===== config.mk =====
export PLATFORM = sky130hd
export DESIGN_NAME = irq_sequencer
export DESIGN_NICKNAME = d
export VERILOG_FILES = /design/src/rtl/irq_seq_pkg.sv /design/src/rtl/irq_sequencer_sat_counter.sv /design/src/rtl/irq_sequencer.sv
export SDC_FILE = /design/constraint.sdc
export NUM_CORES = 1
export LEC_CHECK = 0
export ABC_CLOCK_PERIOD_IN_PS = 3330
export CELL_PAD_IN_SITES_DETAIL_PLACEMENT = 0
export CELL_PAD_IN_SITES_GLOBAL_PLACEMENT = 1
export CORE_UTILIZATION = 25
export CTS_BUF_LIST = sky130_fd_sc_hd__clkbuf_4
export DETAILED_ROUTE_END_ITERATION = 16
export GPL_ROUTABILITY_DRIVEN = 1
export GPL_TIMING_DRIVEN = 0
export HOLD_SLACK_MARGIN = 0.08
export PLACE_DENSITY = 0.92
export SYNTH_ARGS = -nofsm -noshare
export SYNTH_HDL_FRONTEND = slang
export SYNTH_HIERARCHICAL = 1
export SYNTH_SLANG_ARGS = --single-unit

===== constraint.sdc =====
create_clock -name clk -period 3.33 [get_ports clk]
set_input_delay 0.666 -clock clk [delete_from_list [all_inputs] [get_ports clk]]
set_output_delay 0.666 -clock clk [all_outputs]
set_load 0.01 [all_outputs]

===== src/rtl/irq_seq_pkg.sv =====
// irq_seq_pkg
//   Shared types and default constants for the trap sequencer.
//   - state_e : sequencer FSM states
//   - trap_e  : kind of trap issued in the current cycle
//   - default handler vectors and the exception-register index
package irq_seq_pkg;

  typedef enum logic [1:0] {
    ST_IDLE   = 2'd0,
    ST_PEND   = 2'd1,
    ST_KERNEL = 2'd2
  } state_e;

  typedef enum logic [1:0] {
    TRAP_NONE = 2'd0,
    TRAP_EXC  = 2'd1,
    TRAP_IRQ  = 2'd2
  } trap_e;

  localparam logic [31:0] ILLOP_ADDR_DEF = 32'h8000_0004;
  localparam logic [31:0] XADR_ADDR_DEF  = 32'h8000_0008;
  localparam logic [4:0]  XP_REG_DEF     = 5'd26;

endpackage


===== src/rtl/irq_sequencer_sat_counter.sv =====
// sat_counter
//   Saturating up-counter. Stops at all-ones instead of wrapping.
//   Ports:
//     clk   in  clock
//     clear in  synchronous clear (active high)
//     inc   in  increment request for this cycle
//     q     out current count
module sat_counter #(
  parameter int W = 16
) (
  input  logic         clk,
  input  logic         clear,
  input  logic         inc,
  output logic [W-1:0] q
);

  logic [W-1:0] cnt_q;

  always_ff @(posedge clk) begin
    if (clear) begin
      cnt_q <= '0;
    end else if (inc && (cnt_q != {W{1'b1}})) begin
      cnt_q <= cnt_q + W'(1);
    end
  end

  assign q = cnt_q;

endmodule


===== src/rtl/irq_sequencer.sv =====
// irq_sequencer
//   Trap sequencer for the 5-stage pipeline. Takes an external interrupt
//   (registered once) and the ID-stage illegal-instruction flag, and issues
//   a single-cycle trap at a safe pipeline point: flushes IF/ID and ID/EX,
//   redirects the PC to the handler vector and writes the return address
//   into register XP. Further traps are masked until the fetch PC leaves
//   kernel space (pc_kernel falls).
//   Ports:
//     clk, reset                 clock, synchronous active-high reset
//     irq_in                     level interrupt request
//     undef_id, id_valid         ID instruction undefined / real
//     id_pc_plus_4               PC+4 of the ID instruction
//     ex_valid, ex_pc_plus_4     EX instruction real / its PC+4
//     ex_redirect                EX taking a branch/jump this cycle
//     load_use_stall             hazard unit stalling this cycle
//     pc_kernel                  PC[31] of the fetch PC
//     flush_if_id, flush_id_ex   squash pipeline registers (trap cycle)
//     pc_override(_addr)         PC redirect and handler vector
//     xp_wr, xp_addr, xp_data    return-address register write
//     busy                       sequencer not idle
//     irq_cnt, exc_cnt           saturating trap counts
module irq_sequencer
  import irq_seq_pkg::*;
#(
  parameter logic [31:0] ILLOP_ADDR = ILLOP_ADDR_DEF,
  parameter logic [31:0] XADR_ADDR  = XADR_ADDR_DEF,
  parameter logic [4:0]  XP_REG     = XP_REG_DEF,
  parameter int          CNT_W      = 16
) (
  input  logic             clk,
  input  logic             reset,
  input  logic             irq_in,
  input  logic             undef_id,
  input  logic             id_valid,
  input  logic [31:0]      id_pc_plus_4,
  input  logic             ex_valid,
  input  logic [31:0]      ex_pc_plus_4,
  input  logic             ex_redirect,
  input  logic             load_use_stall,
  input  logic             pc_kernel,
  output logic             flush_if_id,
  output logic             flush_id_ex,
  output logic             pc_override,
  output logic [31:0]      pc_override_addr,
  output logic             xp_wr,
  output logic [4:0]       xp_addr,
  output logic [31:0]      xp_data,
  output logic             busy,
  output logic [CNT_W-1:0] irq_cnt,
  output logic [CNT_W-1:0] exc_cnt
);

  state_e state_q, state_d;
  logic   irq_q;
  // Remembers an interrupt that lost to an exception or had to wait, so it
  // survives the KERNEL residency even if irq_in has since dropped.
  logic   pend_q, pend_d;
  trap_e  trap_kind;

  logic exc_cond;
  logic safe_pt;
  logic irq_req;

  // A wrong-path illegal instruction sits behind an EX redirect and is ignored.
  assign exc_cond = undef_id & id_valid & ~ex_redirect & ~pc_kernel
                    & (state_q != ST_KERNEL);
  assign safe_pt  = ex_valid & ~ex_redirect & ~load_use_stall & ~pc_kernel;
  assign irq_req  = (irq_q | pend_q) & ~pc_kernel;

  always_comb begin
    state_d   = state_q;
    pend_d    = pend_q;
    trap_kind = TRAP_NONE;
    if (!reset) begin
      case (state_q)
        ST_IDLE: begin
          if (exc_cond) begin
            trap_kind = TRAP_EXC;
            state_d   = ST_KERNEL;
            pend_d    = pend_q | irq_q;
          end else if (irq_req) begin
            if (safe_pt) begin
              trap_kind = TRAP_IRQ;
              state_d   = ST_KERNEL;
              pend_d    = 1'b0;
            end else begin
              state_d = ST_PEND;
              pend_d  = 1'b1;
            end
          end
        end
        ST_PEND: begin
          if (exc_cond) begin
            trap_kind = TRAP_EXC;
            state_d   = ST_KERNEL;
          end else if (safe_pt) begin
            trap_kind = TRAP_IRQ;
            state_d   = ST_KERNEL;
            pend_d    = 1'b0;
          end
        end
        ST_KERNEL: begin
          if (!pc_kernel) begin
            state_d = ST_IDLE;
          end
        end
        default: begin
          state_d = ST_IDLE;
          pend_d  = 1'b0;
        end
      endcase
    end
  end

  always_ff @(posedge clk) begin
    if (reset) begin
      state_q <= ST_IDLE;
      pend_q  <= 1'b0;
      irq_q   <= 1'b0;
    end else begin
      state_q <= state_d;
      pend_q  <= pend_d;
      irq_q   <= irq_in;
    end
  end

  // Trap outputs are Mealy: asserted in the same cycle the condition holds.
  always_comb begin
    flush_if_id      = 1'b0;
    flush_id_ex      = 1'b0;
    pc_override      = 1'b0;
    xp_wr            = 1'b0;
    pc_override_addr = 32'h0;
    xp_data          = 32'h0;
    case (trap_kind)
      TRAP_EXC: begin
        flush_if_id      = 1'b1;
        flush_id_ex      = 1'b1;
        pc_override      = 1'b1;
        xp_wr            = 1'b1;
        pc_override_addr = XADR_ADDR;
        xp_data          = id_pc_plus_4;   // resume past the illegal op
      end
      TRAP_IRQ: begin
        flush_if_id      = 1'b1;
        flush_id_ex      = 1'b1;
        pc_override      = 1'b1;
        xp_wr            = 1'b1;
        pc_override_addr = ILLOP_ADDR;
        xp_data          = ex_pc_plus_4;   // ID instruction re-executes
      end
      default: ;
    endcase
  end

  assign xp_addr = XP_REG;
  assign busy    = ~reset & (state_q != ST_IDLE);

  sat_counter #(.W(CNT_W)) u_irq_cnt (
    .clk   (clk),
    .clear (reset),
    .inc   (trap_kind == TRAP_IRQ),
    .q     (irq_cnt)
  );

  sat_counter #(.W(CNT_W)) u_exc_cnt (
    .clk   (clk),
    .clear (reset),
    .inc   (trap_kind == TRAP_EXC),
    .q     (exc_cnt)
  );

endmodule


# Word-level counts from Yosys, hierarchy flattened

Cells that the tools add are included.
W data, S select, Z words.

Input port bits: 73
Bits in registers: 36
Output and inout port bits: 106
Word-level logic and storage cells: 63

Add/sub/neg operators: 2
Eq/ne operators: 12
Reductions and logical operators: 7
Bitwise gates (word level): 15
Mux-type cells: 22

Operator list:

| cell                    | count |
|---|---|
| $pmux W32 S2            | 2 |
| $add A16 B1 Y16 const B | 2 |
| $ne A16 B16 Y1 const B  | 2 |
| $mux W2                 | 11 |
| $and A1 B1 Y1           | 9 |
| $ne A2 B2 Y1 const B    | 4 |
| $mux W1                 | 6 |
| $ne A3 B3 Y1 const B    | 2 |
| $pmux W2 S3             | 1 |
| $not A1 Y1              | 5 |
| $eq A2 B1 Y1 const B    | 2 |
| $eq A2 B2 Y1 const B    | 2 |
| $pmux W2 S2             | 1 |
| $reduce_and A4 Y1       | 1 |
| $pmux W1 S3             | 1 |
| $reduce_and A3 Y1       | 1 |
| $logic_and A1 B1 Y1     | 2 |
| $logic_not A2 Y1        | 1 |
| $reduce_bool A2 Y1      | 1 |
| $reduce_or A2 Y1        | 1 |
| $or A1 B1 Y1            | 1 |

# Logic depth before layout (Yosys ltp)

Depth after elaboration: 12
Gate-level depth with buffers: 8
Depth with buffers taken out: 8

# By module

The synthesis kept the hierarchy.

By module, submodules not included:

| module        | seq. area each (µm²) | cells an instance | times used | area an instance (µm²) |
|---|---|---|---|---|
| sat_counter   | 320.3                | 99                | 2          | 848.3 |
| irq_sequencer | 80.1                 | 149               | 1          | 991.0 |

# Least setup slack after synthesis

Ideal clock, no wire load.

Kind: input to output
From: input port ex_redirect
To: output port xp_data[0]
Slack: 489 ps
Data arrival time: 2175 ps
Stages: 7
Required time: 2664 ps
Path buffers: 1
Path through: nor4b_4 -> inv_1 -> nor2_1 -> ha_1 -> clkbuf_1 -> a22oi_1 -> nor2_1

Cells in the longest elaborated chain, start to end: 11
Elaborated cells between the ends (all ways): 16
Classes of those cells: eq/ne (2); mux (7); bitwise (7)

Ends and longest elaborated chain:

| item                                                | RTL line                                 | source |
|---|---|---|
| start, declared                                     | irq_sequencer.sv:38                      | `input logic ex_redirect,` |
| $not A1 Y1 *                                        | irq_sequencer.sv:65, irq_sequencer.sv:67 |  |
| $and A1 B1 Y1 (3 in series)                         | irq_sequencer.sv:67                      | `assign safe_pt = ex_valid & ~ex_redirect & ~load_use_stall & ~pc_kernel;` |
| $mux W2                                             | irq_sequencer.sv:82, irq_sequencer.sv:96 |  |
| $mux W2                                             | irq_sequencer.sv:81                      | `end else if (irq_req) begin` |
| $mux W2                                             | irq_sequencer.sv:77                      | `if (exc_cond) begin` |
| $pmux W2 S2 *                                       | irq_sequencer.sv:75                      | `case (state_q)` |
| $mux W2 *                                           | irq_sequencer.sv:74                      | `if (!reset) begin` |
| $eq A2 B2 Y1 / $eq A2 B1 Y1 (equally long branches) | irq_sequencer.sv:135                     | `case (trap_kind)` |
| $pmux W32 S2 *                                      | irq_sequencer.sv:135                     |  |
| end, declared                                       | irq_sequencer.sv:47                      | `output logic [31:0] xp_data,` |

Mark *: on every way between the ends. The rest lies on a longest branch, timed or not.

# Worst setup path in the final report

From: input port ex_valid
To: output port xp_data[2]

Cells in the longest elaborated chain, start to end: 10
Elaborated cells between the ends (all ways): 12
Classes of those cells: eq/ne (2); mux (7); bitwise (3)

Ends and longest elaborated chain:

| item                                                | RTL line                                 | source |
|---|---|---|
| start, declared                                     | irq_sequencer.sv:36                      | `input logic ex_valid,` |
| $and A1 B1 Y1 * (3 in series)                       | irq_sequencer.sv:67                      |  |
| $mux W2 *                                           | irq_sequencer.sv:82, irq_sequencer.sv:96 |  |
| $mux W2                                             | irq_sequencer.sv:81                      |  |
| $mux W2                                             | irq_sequencer.sv:77                      |  |
| $pmux W2 S2 *                                       | irq_sequencer.sv:75                      |  |
| $mux W2 *                                           | irq_sequencer.sv:74                      |  |
| $eq A2 B2 Y1 / $eq A2 B1 Y1 (equally long branches) | irq_sequencer.sv:135                     |  |
| $pmux W32 S2 *                                      | irq_sequencer.sv:135                     |  |

Marks and branches as above.

==> reports/qor.csv <==
stage,metric,value,unit
placement,placed_cells,659,
routing,postRouteAntennaNets,0,
timing,skew,26.9,ps
synth,ys_seq_area_share,26.8,%
placement,hpwl,6610,µm
routing,routed-via-count,3204,
floorplanning,core_area,10400,µm²
floorplanning,fp.dieH,106,µm
global_routing,grt_first_pass_wirelength,13700,µm
clock_network,cts-root-buf,clkbuf_4,
critical_path,crit_chain,"clkdlybuf4s50_1, nor4b_4, inv_2, or2_4, ha_4, clkbuf_8, a22oi_1, nor2_1, dlygate4sd2_1",
timing,grt_setup_unrepaired,false,
floorplanning,initial_core_util,25.9,%
clock_network,cts-hold-fix-buffers,0,
placement,place.gp.congestion,0.797,
final_layout,diodes,0,
critical_path,crit_slowest_cell,clkdlybuf4s50_1,
global_routing,grt_max_degree,13,
routing,vias_per_cell,4.77,
global_routing,grt_antenna_before_repair,0,
timing,max_freq,0.308,GHz
routing,drtPass1Iterations,4,
timing,post-route-period-util,97.5,%
global_routing,gr-total-overflow,0,
run,drv_cap,0,
clock_network,cts.clk_slew.worst_paths,120,ps
floorplanning,io_pins,179,
floorplanning,row_count,37,
synth,syn_area_per_cell,7.75,µm²
synth,ys_types,44,
timing,final_hold_viol_count,0,
floorplanning,die-area,11200,µm²
critical_path,end_kind,primary output,
final_layout,layout.nets,612,
routing,drtIter0Drc,174,
synth,yosysMostFrequentCell,nor2_1,
synth,synth-seq-cells,36,
global_routing,track_usage,14.8,%
final_layout,fin_cells,671,
synth,synth_top_area_share,26.8,%
timing,slew_headroom,52.7,%
synth,syn_inst,347,
placement,portBuffers,144,
timing,period_minus_slack,3250,ps
routing,drc,0,
critical_path,critPathMaxFanout,10,
clock_network,clockBufferDepth,2,
min_path,min_path_type,reg2reg,
power_and_ir_drop,p_per_area,190,nW/µm²
critical_path,cp.required,2660,ps
timing,timing.hold.ws,539,ps
synth,ys_top_cells_by_count,"nor2_1 (49), buf_4 (38), dfxtp_1 (36)",
synth,ys_warn_count,6,
critical_path,r2r_slack,920,ps
critical_path,max_stage_delay,450,ps
synth,synth_area,2690,µm²
clock_network,clkLatencyLatePin,360,ps
critical_path,worst-setup-path-type,in2out,
routing,post_drt_wl_per_cell,12.8,µm
synth,ys_async_sr_fraction,0,%
synth,synth_edf_count,0,
timing,slew_viol_final,0,
status,status,"finished, final reports clean",
clock_network,h-tree-depth,2,
global_routing,grt_pass1_vias,2982,
power_and_ir_drop,ir_drop,114,µV
final_layout,syn_to_final_growth,69.7,%
timing,finalSetupViolCount,0,
timing,tightest_slew,700,ps
critical_path,cp-start-kind,primary input,
synth,synth.area.top_cells,"dfxtp_1 (27%), buf_4 (11%), a22oi_1 (8.9%), nor2_1 (6.8%), a21oi_1 (3.9%)",
critical_path,worst_ep_arrival_time,2580,ps
clock_network,cts_tree,yes,
synth,yosysTopAreaCell,dfxtp_1,
final_layout,drive_gt1_share,15.5,%
routing,wl,8600,µm
clock_network,cts_made_buffers,5,
power_and_ir_drop,total_leakage_power,1.80,nW
synth,synth_flop_cell,dfxtp_1,
clock_network,cts_sinks,36,
floorplanning,die_w,106,µm
## area by class of cell
type	instances	area (µm²)
fill	1047	5810
multi-input combinational	275	1740
clock buffer	5	37.5
clock inverter	3	17.5
sequential	36	721
tap	136	170
inverter	12	45.0
timing repair buffer	149	1440
buffer	55	393
## cells by family after synthesis
group / Yosys count / synth area share, %
xor+xnor: 4 / 1.30
flops: 36 / 26.8
fa+ha+maj: 5 / 2.33
mux: 4 / 1.58
compound gates: 85 / 21.5
buf+inv: 68 / 14.9
simple gates: 143 / 31.3
other cells: 2 / 0.279
## repair_timing
| action | in CTS | in global routing |
|---|---|---|
| endpoints found under the setup margin | 38 | 29 |
| pin swaps | 2 | 1 |
| setup buffers | 4 | 1 |
| resized for setup | 77 | 9 |
## worst max-delay path, delay by kind of cell
kind	cells	cell delay, ps
buffers and inverters	4	970
and+or+nand+nor	3	580
AOI/OAI and AO/OA	1	180
adders and majority gates	1	180
## worst paths after layout
check	startpoint	endpoint	depth (start not counted)
min	u_exc_cnt/q[9]	u_exc_cnt/q[9]	2
max reg2reg	pend_q	u_exc_cnt/q[15]	9
max	ex_valid	xp_data[2]	9
min reg2reg	u_exc_cnt/q[9]	u_exc_cnt/q[9]	2
## per-stage QoR
step                power (mW)  util [%]  cell area [µm²]  setup TNS, ps  setup WS [ps]
finish                   0.865      44.0             4560              0           82.1
global route             0.905      44.0             4560              0          0.584
CTS                      0.870      43.8             4540              0         0.0526
detailed placement       0.627      42.6             4420         -30970           -903
global placement         0.625      42.6             4420         -28480           -814
floorplan                0.523         -             2810              0            489
## power by group
part	switching [mW]	internal, mW
clock	0.161	0.0815
sequential	0.00376	0.434
combinational	0.0664	0.119
total	0.231	0.634
## layer usage
metal	wire length (µm)	global-route usage, %	up-vias
met2	4390	26.2	132
met3	536	3.40	11
li1	-	-	1589
met1	3580	17.9	1472
met4	91	3.77	0
met5	0	0	-
## flip-flops by register name, summed over array words and instances (netlist names)
name,flops
irq_q,1
pend_q,1
state_q,2
u_exc_cnt/q,16
u_irq_cnt/q,16
## placed cells by master (no fill, tap or decap), types with 3 or more instances in the layout
cell	instances
a21oi_1	21
nor3_1	9
nor2_1	48
buf_4	45
and4_1	6
clkbuf_4	8
nand2_1	14
inv_1	10
or4_1	14
nand3_1	13
o31ai_1	13
nor4_1	4
clkbuf_1	4
dlygate4sd2_1	34
nand4_1	6
a22oi_1	30
xnor2_1	4
clkdlybuf4s15_1	4
or3_1	6
clkdlybuf4s50_1	101
nor2b_1	5
ha_1	3
conb_1	34
dfxtp_1	36
buf_2	3
o21ai_0	8
Power figures use the tool's default switching activity.
==> edit: new RTL, config.mk and constraints unchanged <==
Set the parameter `CNT_W` to 32 (it was 16).
--- a/src/rtl/irq_sequencer.sv
+++ b/src/rtl/irq_sequencer.sv
@@ -26,5 +26,5 @@
   parameter logic [31:0] XADR_ADDR  = XADR_ADDR_DEF,
   parameter logic [4:0]  XP_REG     = XP_REG_DEF,
-  parameter int          CNT_W      = 16
+  parameter int          CNT_W      = 32
 ) (
   input  logic             clk,
Interface: changed (resized exc_cnt and irq_cnt); port bits go from 179 to 211. The function was not compared with the original's and may differ.
==> edit against the original RTL <==
- area after synthesis rose by 61%
- first-iteration DRC count rose by 28%
- clock skew fell by 0.010 ns
- design area rose by 51%
- non-clock buffer count rose by 53
- routed wire length rose by 70%
- worst setup slack improved by 0.040 ns
- sequential cell count rose by 32
- total power rose by 93%
- critical path depth did not move
- via count rose by 55%
- highest routed layer unchanged
- largest power group unchanged
==> edit: results (changes against the original RTL) <==
\begin{tabular}{lr}
\hline
Metric & Value \\
\hline
\multicolumn{2}{l}{\textbf{Clock tree}} \\
CTS H-Tree Depth & 3 (+1) \\
Clock network latency to the later pin of the worst-skew pair & 0.44 ns (+0.08 ns) \\
Clock buffers created by TritonCTS & 9 (+4) \\
\multicolumn{2}{l}{\textbf{Status}} \\
Status & complete, no violations \\
\multicolumn{2}{l}{\textbf{Synth}} \\
Post-synthesis cell count & 547 (+58\%) \\
Commonest cells in the netlist & 68 x sky130\_fd\_sc\_hd\_\_dfxtp\_1, 65 x sky130\_fd\_sc\_hd\_\_nor2\_1, 45 x sky130\_fd\_sc\_hd\_\_a21oi\_1, 38 x sky130\_fd\_sc\_hd\_\_buf\_4, 32 x sky130\_fd\_sc\_hd\_\_a22oi\_1 \\
Sequential element share of the synthesized area & 31.4\% (+4.6 points) \\
Distinct cell type count after synthesis & 50 (+14\%) \\
Top cells by area, synth & sky130\_fd\_sc\_hd\_\_dfxtp\_1 31\%, sky130\_fd\_sc\_hd\_\_buf\_4 6.6\%, sky130\_fd\_sc\_hd\_\_nor2\_1 5.6\%, sky130\_fd\_sc\_hd\_\_a22oi\_1 5.5\%, sky130\_fd\_sc\_hd\_\_a21oi\_1 5.2\% \\
\multicolumn{2}{l}{\textbf{Route}} \\
Routed length per placed instance & 14.5 um (+13\%) \\
Routed vias/inst & 4.96 (+4.0\%) \\
Drt initial violations & 222 (+28\%) \\
\multicolumn{2}{l}{\textbf{Critical path}} \\
Worst path max stage delay & 0.36 ns (-0.09 ns) \\
Register-to-Register Setup Slack & 0.24 ns (-0.68 ns) \\
Cell with the biggest individual delay on the critical path & sky130\_fd\_sc\_hd\_\_dlygate4sd2\_1 \\
\multicolumn{2}{l}{\textbf{Final layout}} \\
Final-layout fill cell count & 1691 (+62\%) \\
Fraction of layout cells with a size suffix above 1 & 16.5\% (+0.98 points) \\
Post-layout nets & 855 (+40\%) \\
Final Instance Count excl. Fillers & 1003 (+49\%) \\
\multicolumn{2}{l}{\textbf{Power}} \\
Switching component of the power & 0.415 mW (+80\%) \\
Maximum ir drop on the vdd rail & 128 uV (+13\%) \\
\multicolumn{2}{l}{\textbf{Place}} \\
Cell area after placement & 6500 um2 (+47\%) \\
IO Port Bufs & 176 (+22\%) \\
\multicolumn{2}{l}{\textbf{Global routing}} \\
First-pass GRT wire length & 23100 um (+69\%) \\
Global Route Usage Sum & 16.2\% (+1.4 points) \\
Via count of the first global-routing pass & 4577 (+53\%) \\
\multicolumn{2}{l}{\textbf{STA}} \\
Clock Skew & 0.0167 ns (-0.0102 ns) \\
Transition time of the tightest slew-check pin & 0.615 ns (-0.0852 ns) \\
Worst slack on hold paths & 0.505 ns (-0.0338 ns) \\
\hline
\end{tabular}
edit: layout make-up:
cell class	count	area [um2]	area share, %
diodes	1	2.50	0.0363
inverters	10	37.5	0.544
well taps	220	275	3.99
plain buffers	69	467	6.76
clock buffers	10	75.1	1.09
repair buffers	188	1800	26.1
clock inverters	6	88.8	1.29
multi-input cells	431	2800	40.5
flip-flops and latches	68	1360	19.7
edit: final timing paths:
| check | from | to | depth (start not counted) |
|---|---|---|---|
| worst max-delay path | reset | xp_data[11] | 9 |
| worst max register to register | pend_q$_SDFFE_PP0P_ | u_exc_cnt/q[31]$_SDFFE_PP0P_ | 12 |
| worst min register to register | u_exc_cnt/q[23]$_SDFFE_PP0P_ | u_exc_cnt/q[23]$_SDFFE_PP0P_ | 2 |
| worst min-delay path | u_exc_cnt/q[23]$_SDFFE_PP0P_ | u_exc_cnt/q[23]$_SDFFE_PP0P_ | 2 |
edit: stage by stage:
| stage | total power, mW | worst slack (ns) | TNS (ns) |
|---|---|---|---|
| 2_1_floorplan | 0.922 | 0.178 | 0 |
| 3_3_place_gp | 1.03 | -1.14 | -55.82 |
| 3_5_place_dp | 1.03 | -1.16 | -57.82 |
| 4_1_cts | 1.69 | 0.00000888 | 0 |
| 5_1_grt | 1.75 | 0.0130 | 0 |
| 6_report | 1.67 | 0.122 | 0 |
edit: power by group through the flow:
| stage | registers (mW) | logic (mW) | clock network (mW) |
|---|---|---|---|
| 3_5_place_dp | 0.839 | 0.194 | 0 |
| 4_1_cts | 0.821 | 0.200 | 0.673 |
| 3_3_place_gp | 0.839 | 0.193 | 0 |
| 6_report | 0.821 | 0.206 | 0.642 |
| 2_1_floorplan | 0.838 | 0.0841 | 0 |
| 5_1_grt | 0.822 | 0.221 | 0.706 |
edit: logic make-up (layout without fill, tap and decap cells):
family          Yosys count  in the layout  share of synthesized area (%)
simple gates            235            235                           30.9
fa+ha+maj                 5              5                           1.44
compound gates          137            137                           21.4
other cells               2             35                          0.173
xor+xnor                 14             14                           2.83
buf+inv                  80            283                           10.4
flops                    68             68                           31.4
mux                       6              6                           1.50
edit: critical path: cells and delay by family:
kind / cells / cell delay (ns)
adders and majority gates: 1 / 0.19
AOI/OAI and AO/OA: 2 / 0.34
and+or+nand+nor: 3 / 0.52
buffers and inverters: 3 / 0.82
edit: what timing repair did:
item / in CTS / in global routing
setup buffers: 9 / 3
pin swaps: 7 / 4
resized for setup: 77 / 39
endpoints found under the setup margin: 53 / 44
edit: routing by layer:
metal	GRT usage, %	share of wire, %
met5	0	0
met4	5.18	1.3
met3	4.41	7.3
met2	27.7	50
met1	19.4	41
